**src/rtl/pio_clkdiv_sched.sv**
```systemverilog
// Per-SM fractional clock-enable scheduler: one sm_tick pulse every INT + FRAC/256 cycles.
// Optional macro PIO_CLKDIV_FRAC_EN builds the fractional accumulator; without it FRAC is ignored.
module pio_clkdiv_sched #(
  parameter int NUM_SM = 4,
  parameter int INT_W  = 16,
  parameter int FRAC_W = 8
) (
  input  logic                       clk,
  input  logic                       rst_n,
  input  logic [NUM_SM-1:0]          sm_en,
  input  logic [NUM_SM-1:0]          clkdiv_restart,
  input  logic [NUM_SM*INT_W-1:0]    clkdiv_int,
  input  logic [NUM_SM*FRAC_W-1:0]   clkdiv_frac,
  output logic [NUM_SM-1:0]          sm_tick,
  output logic [NUM_SM-1:0]          sm_running
);

  localparam logic [INT_W:0] CNT_ONE = {{INT_W{1'b0}}, 1'b1};

  // INT == 0 stands for 2^INT_W, which is why the counter is one bit wider.
  function automatic logic [INT_W:0] int_eff_f(input logic [INT_W-1:0] d);
    if (d == '0) return {1'b1, {INT_W{1'b0}}};
    else         return {1'b0, d};
  endfunction

`ifndef PIO_CLKDIV_FRAC_EN
  logic unused_frac;
  assign unused_frac = ^clkdiv_frac;
`endif

  always_ff @(posedge clk) begin
    if (!rst_n) sm_running <= '0;
    else        sm_running <= sm_en;
  end

  for (genvar i = 0; i < NUM_SM; i++) begin : g_sm
    logic [INT_W:0]   cnt;
    logic [INT_W-1:0] div_int;
    logic             carry;

    assign div_int    = clkdiv_int[i*INT_W +: INT_W];
    assign sm_tick[i] = sm_en[i] & (cnt == CNT_ONE) & ~clkdiv_restart[i];

`ifdef PIO_CLKDIV_FRAC_EN
    logic [FRAC_W-1:0] acc;
    logic [FRAC_W-1:0] frac_eff;
    logic [FRAC_W:0]   acc_sum;

    // FRAC is meaningless for the 2^INT_W divisor, so the carry is kept at zero there.
    assign frac_eff = (div_int == '0) ? '0 : clkdiv_frac[i*FRAC_W +: FRAC_W];
    assign acc_sum  = {1'b0, acc} + {1'b0, frac_eff};
    assign carry    = acc_sum[FRAC_W];

    always_ff @(posedge clk) begin
      if (!rst_n || clkdiv_restart[i]) acc <= '0;
      else if (sm_tick[i])             acc <= acc_sum[FRAC_W-1:0];
    end
`else
    assign carry = 1'b0;
`endif

    // Restart outranks disable; a disabled SM freezes its phase.
    always_ff @(posedge clk) begin
      if (!rst_n || clkdiv_restart[i]) cnt <= CNT_ONE;
      else if (sm_tick[i])             cnt <= int_eff_f(div_int) + {{INT_W{1'b0}}, carry};
      else if (sm_en[i])               cnt <= cnt - CNT_ONE;
    end
  end

endmodule

```
**config.mk**
```make
export PLATFORM = sky130hd
export DESIGN_NAME = pio_clkdiv_sched
export DESIGN_NICKNAME = d
export VERILOG_FILES = /design/src/rtl/pio_clkdiv_sched.sv
export SDC_FILE = /design/constraint.sdc
export NUM_CORES = 1
export LEC_CHECK = 0
export ABC_AREA = 0
export CAP_MARGIN = 10
export CORE_ASPECT_RATIO = 1.2
export CORE_MARGIN = 3
export CORE_UTILIZATION = 52
export CTS_BUF_LIST = sky130_fd_sc_hd__clkbuf_8
export CTS_CLUSTER_DIAMETER = 30
export DETAILED_ROUTE_END_ITERATION = 10
export PLACE_DENSITY = 0.91
export SLEW_MARGIN = 30
export SYNTH_ARGS = -nofsm -noshare
export SYNTH_HDL_FRONTEND = slang
export SYNTH_SLANG_ARGS = --single-unit
```
**constraint.sdc**
```tcl
create_clock -name clk -period 3.12 [get_ports clk]
set_input_delay 0.78 -clock clk [delete_from_list [all_inputs] [get_ports clk]]
set_output_delay 0.78 -clock clk [all_outputs]
set_load 0.1 [all_outputs]
```
==> run metrics, run 1 <==
outcome=finished, violations left; failing checks=setup timing; Filler cells=651; VDD IR max=250 uV; area grow syn2layout=32.8%; cell area after placement=5750 sq um; WS Path Type=in2out; ys flop type=dfxtp_1; largest net degree at the start of global routing=23; syn avg cell area=7.80 sq um; DRC=0; Placer Congestion=0.970; clock tree sinks=72; routed vias/inst=6.58; Vias=5,473; hold_ws=489 ps; global route overflow=0; Worst-path clk slew=80 ps; Final ANT Viol Nets=0; TritonRoute pass-1 iters=8; GRT Util Overall=30.0%; Cell variety after synth=77; Yosys reg bits=72; Post-Layout Cell Count=832; Tmin final=3200 ps; Place WS=-368 ps; top post-synthesis cells by count=dfxtp_1 (72), nand2_1 (60), o21ai_0 (42), nor4_1 (34), nor2_1 (32); Power, Total=2.65 mW; CP Capture Type=output port; number of cell rows=37; placed cell count=802; Detail Placement HPWL=10,300 um; CTS tree=done; Slew Limit Headroom=44.8%; Die ar.=10,100 sq um; most common cell in the synthesized netlist=dfxtp_1; EDFF count, synth=0; post-route cell area=6140 sq um; io pins=114; initial core utilization=53.7%; nets@finish=824; final count of hold timing violations=0; fin. max-slew vios=0; vias in the first global route=5,240; total CTS buffers=9; Worst EP required=2340 ps; clk_lat worst skew=360 ps; drt initial violations=390; htree depth=3; final setup TNS=-79.5 ps; Hold Crit Class=reg2reg; root buf cell=clkbuf_8; post-synth top area cell=dfxtp_1; Syn Nets=707; Synth top area share=31.2%; Max FO, Critical Path=2; startpoint class of the critical path=input port; Cell Pwr Density=432 nW/um^2; final WL=15,400 um; Die X=92.1 um; CTS Buffer Depth=2; antenna violations before repair=0; Ys Warns=0; Die H=109 um; synth top area cells=dfxtp_1 (31%), nand2_1 (4.9%), nor4_1 (4.6%); endpoints failing setup=1; achievable frequency=313 MHz; Worst Skew=8.05 ps; share of layout cells above drive strength 1=15.2%; first-pass GRT wire length=24,500 um; max cap viols=0; hold buffer count at cts=0; Post-Syn Area=4630 sq um; fin util=71.3%; leakage power=2.40 nW; I/O Buffers=81; Routed WL per cell=18.5 um; measured slew at the worst slew-check pin=820 ps; core footprint=8610 sq um; Seq/Total Area, Yosys=31.2%; crit share post-route=103%; crit path DAT=2420 ps; Async S/R FF share, synth=0%; Antenna Cells=0; Final Worst Setup Slack=-79.5 ps; RSZ-0062 raised after global routing=yes; Syn Inst Count=593
[worst max-delay path, cell delays in order]
cell and delay [ps]:
clkbuf_2 110, or4bb_1 520, or4_4 530, or2_4 260
clkinv_4 60, buf_12 160
[registers in the layout (all words and copies together) (netlist names)]
| signal | count |
|---|---|
| sm_running | 4 |
| g_sm.cnt | 68 |
[worst paths after layout]
kind / slack, ps / depth (start not counted) / startpoint / to
setup / recovery: -80 / 6 / clkdiv_restart[0] / sm_tick[0]
hold / removal: 490 / 2 / g_sm[0].cnt[5]$_SDFFE_PP0P_ / g_sm[0].cnt[5]$_SDFFE_PP0P_
setup reg to reg: 90 / 18 / g_sm[1].cnt[1]$_SDFFE_PP0P_ / g_sm[1].cnt[15]$_SDFFE_PP0P_
hold reg to reg: 490 / 2 / g_sm[0].cnt[5]$_SDFFE_PP0P_ / g_sm[0].cnt[5]$_SDFFE_PP0P_
[metal layers]
metal  track usage (%)  vias to the layer above  wire length [um]
met2              51.9                      366              7590
met4              15.4                        0               510
met3              6.16                       55              1330
met5                 0                        -                 0
li1                  -                     2509                 -
met1              35.4                     2543              5930
[cell type report]
type	count	area, sq um	area share, %
Multi-Input combinational cell	468	2980	48.6
Sequential cell	72	1450	23.5
Timing Repair Buffer	131	1210	19.7
Tap cell	117	146	2.38
Clock buffer	10	138	2.24
Inverter	28	111	1.81
Clock inverter	6	108	1.75
[cells in the final DEF, fill, tap and decap left out, types with 16 or more instances in the layout]
cell type        synthesis  layout
nor4_1                  34      34
buf_4                    1      53
o21ai_0                 42      42
mux2i_1                 18      18
o22ai_1                 16      16
nand2_1                 60      60
a21oi_1                 31      31
nor3_1                  28      27
nor2_1                  32      32
nand3_1                 20      20
dfxtp_1                 72      69
clkdlybuf4s50_1          0      68
inv_1                   26      26
[timing repair]
action                     CTS  global route
buffers inserted            11             4
resized for setup           12            13
setup endpoints to repair    3             9
pin swaps                    4             6
[cell families after synthesis]
family                     Yosys count  share of synthesized area [%]
and+or+nand+nor                    260                           31.0
DFF                                 72                           31.2
buffers and inverters               53                           5.38
adders and majority gates            8                           2.16
AOI/OAI and AO/OA                  174                           24.7
muxes                               20                           4.38
xor gates and xnor gates             6                           1.14
[power by group]
| part | internal (mW) | switching (mW) |
|---|---|---|
| logic | 0.331 | 0.400 |
| clock network | 0.550 | 0.379 |
| registers | 0.952 | 0.0394 |
No activity file was read; power rests on OpenSTA's default activity.
==> inputs of run 2 (changes only) <==
--- a/config.mk
+++ b/config.mk
@@ -14,7 +14,8 @@
 export CTS_CLUSTER_DIAMETER = 30
 export DETAILED_ROUTE_END_ITERATION = 10
 export PLACE_DENSITY = 0.91
-export SLEW_MARGIN = 30
+export RECOVER_POWER = 100
+export SLEW_MARGIN = 20
 export SYNTH_ARGS = -nofsm -noshare
 export SYNTH_HDL_FRONTEND = slang
 export SYNTH_SLANG_ARGS = --single-unit
==> constraint.sdc (replaced) <==
create_clock -name clk -period 3.5 [get_ports clk]
set_input_delay 0.875 -clock clk [delete_from_list [all_inputs] [get_ports clk]]
set_output_delay 0.875 -clock clk [all_outputs]
set_load 0.1 [all_outputs]
==> run 2 against run 1 <==
Net effect:
- the run now ends clean
- die area did not move
- cell area decreased by 5.4%
- utilization is 3.9 points lower
- final cell count decreased by 2.3%
- sequential power is 11% lower
- flip-flop and latch count stayed put
- critical path depth is the same
- register-to-register slack improved by 680 ps
- clock power fell by 21%
- power down 17%
- non-clock buffer count fell by 19
- worst setup slack improved by 150 ps
- highest routed layer unchanged
==> run metrics, run 2 (synthesized netlist as in run 1, its figures left out) <==
outcome=complete, no violations; WS Path Type=in2out; number of cell rows=37 (unchanged); core footprint=8610 sq um (unchanged); largest register by flop count=g_sm.cnt; hold buffer count at cts=0 (unchanged); max cap viols=0 (unchanged); hold path depth=2 (unchanged); area of the multi-input gates=2930 sq um (-1.9%); Detail Placement HPWL=10,500 um (+1.8%); final setup TNS=0 ps (+79.5 ps); CTS tree=done; Power, Total=2.20 mW (-17%); leakage power=2.18 nW (-9.0%); reg2reg start=g_sm[3].cnt[4]$_SDFFE_PP0P_; Die X=92.1 um (unchanged); antenna violations before repair=0 (unchanged); Final ANT Viol Nets=0 (unchanged); fin util=67.5% (-3.9 points); endpoints failing setup=0 (-1); Vias=5,230 (-4.4%); crit path DAT=2550 ps (+130 ps); Worst EP required=2620 ps (+280 ps); Hold Crit Start=g_sm[2].cnt[6]$_SDFFE_PP0P_; startpoint class of the critical path=input port; most frequent cells in the layout=dfxtp_1 (72), clkdlybuf4s50_1 (67), nand2_1 (60); TritonRoute pass-1 iters=6 (-2); Hold Crit Class=reg2reg; Antenna Cells=0 (unchanged); CTS Buffer Depth=2 (unchanged); routed vias/inst=6.43 (-2.2%); Final Worst Setup Slack=70.9 ps (+150 ps); Tmin final=3430 ps; RSZ-0062 raised after global routing=no; htree depth=3 (unchanged); GRT Util Overall=27.6% (-2.4 points); largest registers=g_sm.cnt (68), sm_running (4); I/O Buffers=81 (unchanged); final WL=14,400 um (-6.6%); hold endpoint=g_sm[2].cnt[6]$_SDFFE_PP0P_; root buf cell=clkbuf_8; nets@finish=805 (-2.3%); achievable frequency=292 MHz; Worst Skew=15.8 ps (+7.75 ps); vias in the first global route=5,027 (-4.1%); fin. max-slew vios=0 (unchanged); clk_lat worst skew=350 ps (about the same); Placer Congestion=0.949 (-2.1%); flip-flop and latch area=1440 sq um (-0.26%); initial core utilization=53.7% (unchanged); global route overflow=0 (unchanged); Die ar.=10,100 sq um (unchanged); drt initial violations=301 (-23%); Die H=109 um (unchanged); Slew Limit Headroom=21.8% (-23 points); io pins=114 (unchanged); final count of hold timing violations=0 (unchanged); max FFs per register=68 (unchanged); commonest non-fill, non-tap cell in the layout=dfxtp_1; reg2reg path depth=5 (-13); Cell Pwr Density=379 nW/um^2 (-12%); CP Capture Type=output port; Routed WL per cell=17.7 um (-4.4%); Max FO, Critical Path=2 (unchanged); Place WS=-186 ps (+181 ps); share of layout cells above drive strength 1=8.19% (-7.1 points); total CTS buffers=9 (unchanged); Filler cells=733 (+13%); Worst R2R Setup Slack=770 ps (+680 ps); Worst-path clk slew=70 ps (about the same); Reg2Reg Capture Point=g_sm[3].cnt[5]$_SDFFE_PP0P_; measured slew at the worst slew-check pin=1180 ps (+357 ps); first-pass GRT wire length=23,000 um (-6.3%); crit share post-route=98.0%; area grow syn2layout=25.6%; DRC=0 (unchanged); clock tree sinks=72 (unchanged); largest net degree at the start of global routing=25 (+8.7%); VDD IR max=265 uV (+6.1%)
[run 2: timing repair]
| action | 4_1_cts | 5_1_grt |
|---|---|---|
| resized for setup | 7 | 1 |
| setup buffers | 0 | 1 |
| pin swaps | 2 | 2 |
| endpoints found under the setup margin | 2 | 1 |
[run 2: per-stage QoR]
| step | cells | instance area [sq um] | hold slack [ps] |
|---|---|---|---|
| 5_1_grt | 813 | 5810 | 507 |
| 3_3_place_gp | 796 | 5700 | 468 |
| 2_1_floorplan | 593 | 4630 | 447 |
| 3_5_place_dp | 796 | 5700 | 473 |
| 6_report | 813 | 5810 | 485 |
| 4_1_cts | 812 | 5940 | 482 |
[run 2: metal layers]
metal | track usage, % | share of wire [%] | vias up
met5 | 0 | 0 | -
met4 | 10.7 | 2.3 | 0
met3 | 5.95 | 8.5 | 40
met2 | 47.9 | 49 | 286
met1 | 33.6 | 40 | 2438
li1 | - | - | 2466
[run 2: worst max-delay path by stage]
stage                                  from         end  slack (ps)  cells past startpoint
after global routing      clkdiv_restart[0]  sm_tick[0]          30                      6
after detailed placement           sm_en[1]  sm_tick[1]        -190                      6
final                     clkdiv_restart[0]  sm_tick[0]          70                      6
after CTS                          sm_en[1]  sm_tick[1]         -20                      6
after global placement             sm_en[0]  sm_tick[0]        -160                      6
after floorplan                    sm_en[1]  sm_tick[1]         190                      4
[run 2: final cells by class]
type,count,share of cell area [%]
multi-input combinational,468,50.4
tap,117,2.52
timing repair buffer,112,16.6
clock inverter,7,1.61
sequential,72,24.8
clock buffer,9,2.13
inverter,28,1.92
[run 2: power by group]
part / internal, mW / total [mW] / leakage [nW] / switching [mW]
combinational: 0.244 / 0.582 / 1.49 / 0.339
clock: 0.401 / 0.739 / 0.106 / 0.338
sequential: 0.848 / 0.882 / 0.585 / 0.0336
[run 2: critical path, stage by stage]
cell and delay [ps]:
dlygate4sd2_1 260, or4bb_1 460, or4_1 430, or2_4 290, clkinv_4 50, buf_8 180
==> inputs of run 3 (changes only) <==
--- a/config.mk
+++ b/config.mk
@@ -9,11 +9,11 @@
 export CAP_MARGIN = 10
 export CORE_ASPECT_RATIO = 1.2
 export CORE_MARGIN = 3
-export CORE_UTILIZATION = 52
+export CORE_UTILIZATION = 56
 export CTS_BUF_LIST = sky130_fd_sc_hd__clkbuf_8
 export CTS_CLUSTER_DIAMETER = 30
 export DETAILED_ROUTE_END_ITERATION = 10
-export PLACE_DENSITY = 0.91
+export PLACE_DENSITY = 0.95
 export RECOVER_POWER = 100
 export SLEW_MARGIN = 20
 export SYNTH_ARGS = -nofsm -noshare
==> constraint.sdc (replaced) <==
create_clock -name clk -period 4.15 [get_ports clk]
set_input_delay 1.0375 -clock clk [delete_from_list [all_inputs] [get_ports clk]]
set_output_delay 1.0375 -clock clk [all_outputs]
set_load 0.1 [all_outputs]
==> run 3 against run 2 <==
Net effect:
- via count decreased by 0.84%
- utilization up 6.2 points
- largest cell class unchanged
- highest routed layer unchanged
- critical path type unchanged
- global-route usage is 1.3 points higher
- worst setup slack lost 14 ps
- clock power is 3.5% lower
- die area down 6.7%
- sequential power is 16% lower
==> run metrics, run 3 (synthesized netlist as in run 1, its figures left out) <==
io pins=114 (unchanged); Reg2Reg Capture Point=g_sm[1].cnt[1]$_SDFFE_PP0P_; final setup TNS=0 ps (unchanged); number of cell rows=35 (-5.4%); VDD IR max=184 uV (-31%); max FFs per register=68 (unchanged); Worst Skew=12.1 ps (-3.72 ps); CTS tree=done; area grow syn2layout=24.8%; post-route cell area=5770 sq um (-0.65%); Antenna Cells=0 (unchanged); global route overflow=0 (unchanged); final WL=13,900 um (-3.4%); Routed WL per cell=17.9 um (+1.2%); routed wl met2=6730 um (-4.2%); routed wl met3=1180 um (-2.7%); CP max stage cell=or4bb_1; final count of hold timing violations=0 (unchanged); crit path DAT=3060 ps (+510 ps); startpoint class of the critical path=input port; Die H=106 um (-3.4%); achievable frequency=244 MHz; DRC=0 (unchanged); crit share post-route=98.6%; first-pass GRT wire length=22,100 um (-3.9%); reg2reg path depth=7 (+2); Final Worst Setup Slack=57.1 ps (-13.8 ps); max cap viols=0 (unchanged); Hold Crit Class=reg2reg; vias in the first global route=4,882 (-2.9%); fin. max-slew vios=0 (unchanged); reg2reg start=g_sm[1].cnt[9]$_SDFFE_PP0P_; nets@finish=793 (-1.5%); commonest non-fill, non-tap cell in the layout=dfxtp_1; Worst-path clk slew=80 ps (about the same); Worst R2R Setup Slack=1460 ps (+690 ps); CP Capture Type=output port; WS Path Type=in2out; drt initial violations=317 (+5.3%); Tmin final=4090 ps; outcome=complete, no violations; TritonRoute pass-1 iters=5 (-1); Place WS=88.4 ps (+275 ps); largest registers=g_sm.cnt (68), sm_running (4); largest net degree at the start of global routing=25 (unchanged); measured slew at the worst slew-check pin=1030 ps (-143 ps); cell area after placement=5600 sq um (-1.8%); Worst EP required=3110 ps (+490 ps); critical path's largest stage delay=490 ps (+30 ps); M1 WL=5560 um (-4.0%); crit path from=sm_en[0]; Cell Pwr Density=335 nW/um^2 (-12%); Detail Placement HPWL=9900 um (-5.6%); clk_lat worst skew=360 ps (about the same); clock tree sinks=72 (unchanged); endpoints failing setup=0 (unchanged); I/O Buffers=81 (unchanged); Post-Layout Cell Count=776 (-4.6%); initial core utilization=59.0% (+5.3 points); CP endpoint=sm_tick[0]; GRT Util Overall=28.9% (+1.3 points); core footprint=7840 sq um (-9.0%); Vias=5,186 (-0.84%); leakage power=2.17 nW (-0.61%); Post-CTS Setup Inserts=0 (unchanged); placed cell count=760 (-4.5%); fin util=73.6% (+6.2 points); Hold Crit Start=g_sm[0].cnt[5]$_SDFFE_PP0P_; Max FO, Critical Path=10 (+8); most frequent cells in the layout=dfxtp_1 (72), clkdlybuf4s50_1 (71), nand2_1 (60); top sig layer=met4; hold buffer count at cts=0 (unchanged); Power, Total=1.94 mW (-12%); Slew Limit Headroom=31.0% (+9.2 points); antenna violations before repair=0 (unchanged); hold_ws=486 ps (+1.17 ps); largest register by flop count=g_sm.cnt; worst path cell trace=clkdlybuf4s50_1 > or4bb_1 > or4_4 > or2_0 > clkinv_4 > buf_12; CTS Buffer Depth=2 (unchanged); share of layout cells above drive strength 1=7.16% (-1.0 points); htree depth=3 (unchanged); Resized cells post-CTS=0 (-7); Placer Congestion=0.952 (+0.27%); Die X=89.0 um (-3.4%); Final ANT Viol Nets=0 (unchanged); Die ar.=9390 sq um (-6.7%); total CTS buffers=9 (unchanged); root buf cell=clkbuf_8; RSZ-0062 raised after global routing=no; routed vias/inst=6.68 (+3.9%)
==> run 3: changes by cell type in the layout (fill, tap and decap cells not counted), moves of 2 or more <==
cell,previous run,this run
clkbuf_1,19,10
buf_4,16,9
clkdlybuf4s50_1,67,71
dlygate4sd3_1,3,6
or2_0,1,4
clkbuf_8,9,11
dlygate4sd2_1,2,0
or2_2,5,3
==> run 3: critical path, delay by kind of cell <==
kind / cells / cell delay, ps
AND/OR/NAND/NOR: 3 / 1230
buffers and inverters: 3 / 790
==> run 3: worst min-delay path by stage <==
stage	endpoint	cells after the start
2_1_floorplan	g_sm[0].cnt[5]$_SDFFE_PP0P_	2
5_1_grt	g_sm[2].cnt[10]$_SDFFE_PP0P_	2
3_5_place_dp	g_sm[2].cnt[10]$_SDFFE_PP0P_	2
3_3_place_gp	g_sm[2].cnt[6]$_SDFFE_PP0P_	2
6_report	g_sm[0].cnt[5]$_SDFFE_PP0P_	2
4_1_cts	g_sm[2].cnt[10]$_SDFFE_PP0P_	2
==> run 3: report_power, final <==
| group | switching (mW) | leakage (nW) | internal (mW) | total (mW) |
|---|---|---|---|---|
| sequential | 0.0285 | 0.585 | 0.715 | 0.744 |
| combinational | 0.280 | 1.46 | 0.199 | 0.479 |
| clock | 0.282 | 0.126 | 0.431 | 0.713 |
| total | 0.590 | 2.17 | 1.35 | 1.94 |
==> run 3: cell type report <==
cell class	instances	area, sq um
sequential	72	1440
fill	620	2070
timing repair buffer	100	927
inverter	28	111
tap	92	115
clock inverter	5	103
multi-input combinational	468	2920
clock buffer	11	151
==> run 3: routing by layer <==
metal  GRT usage, %  vias up
met5              0        -
met4           12.8        0
met3           5.55       54
met2           48.3      299
met1           35.3     2386
li1               -     2447
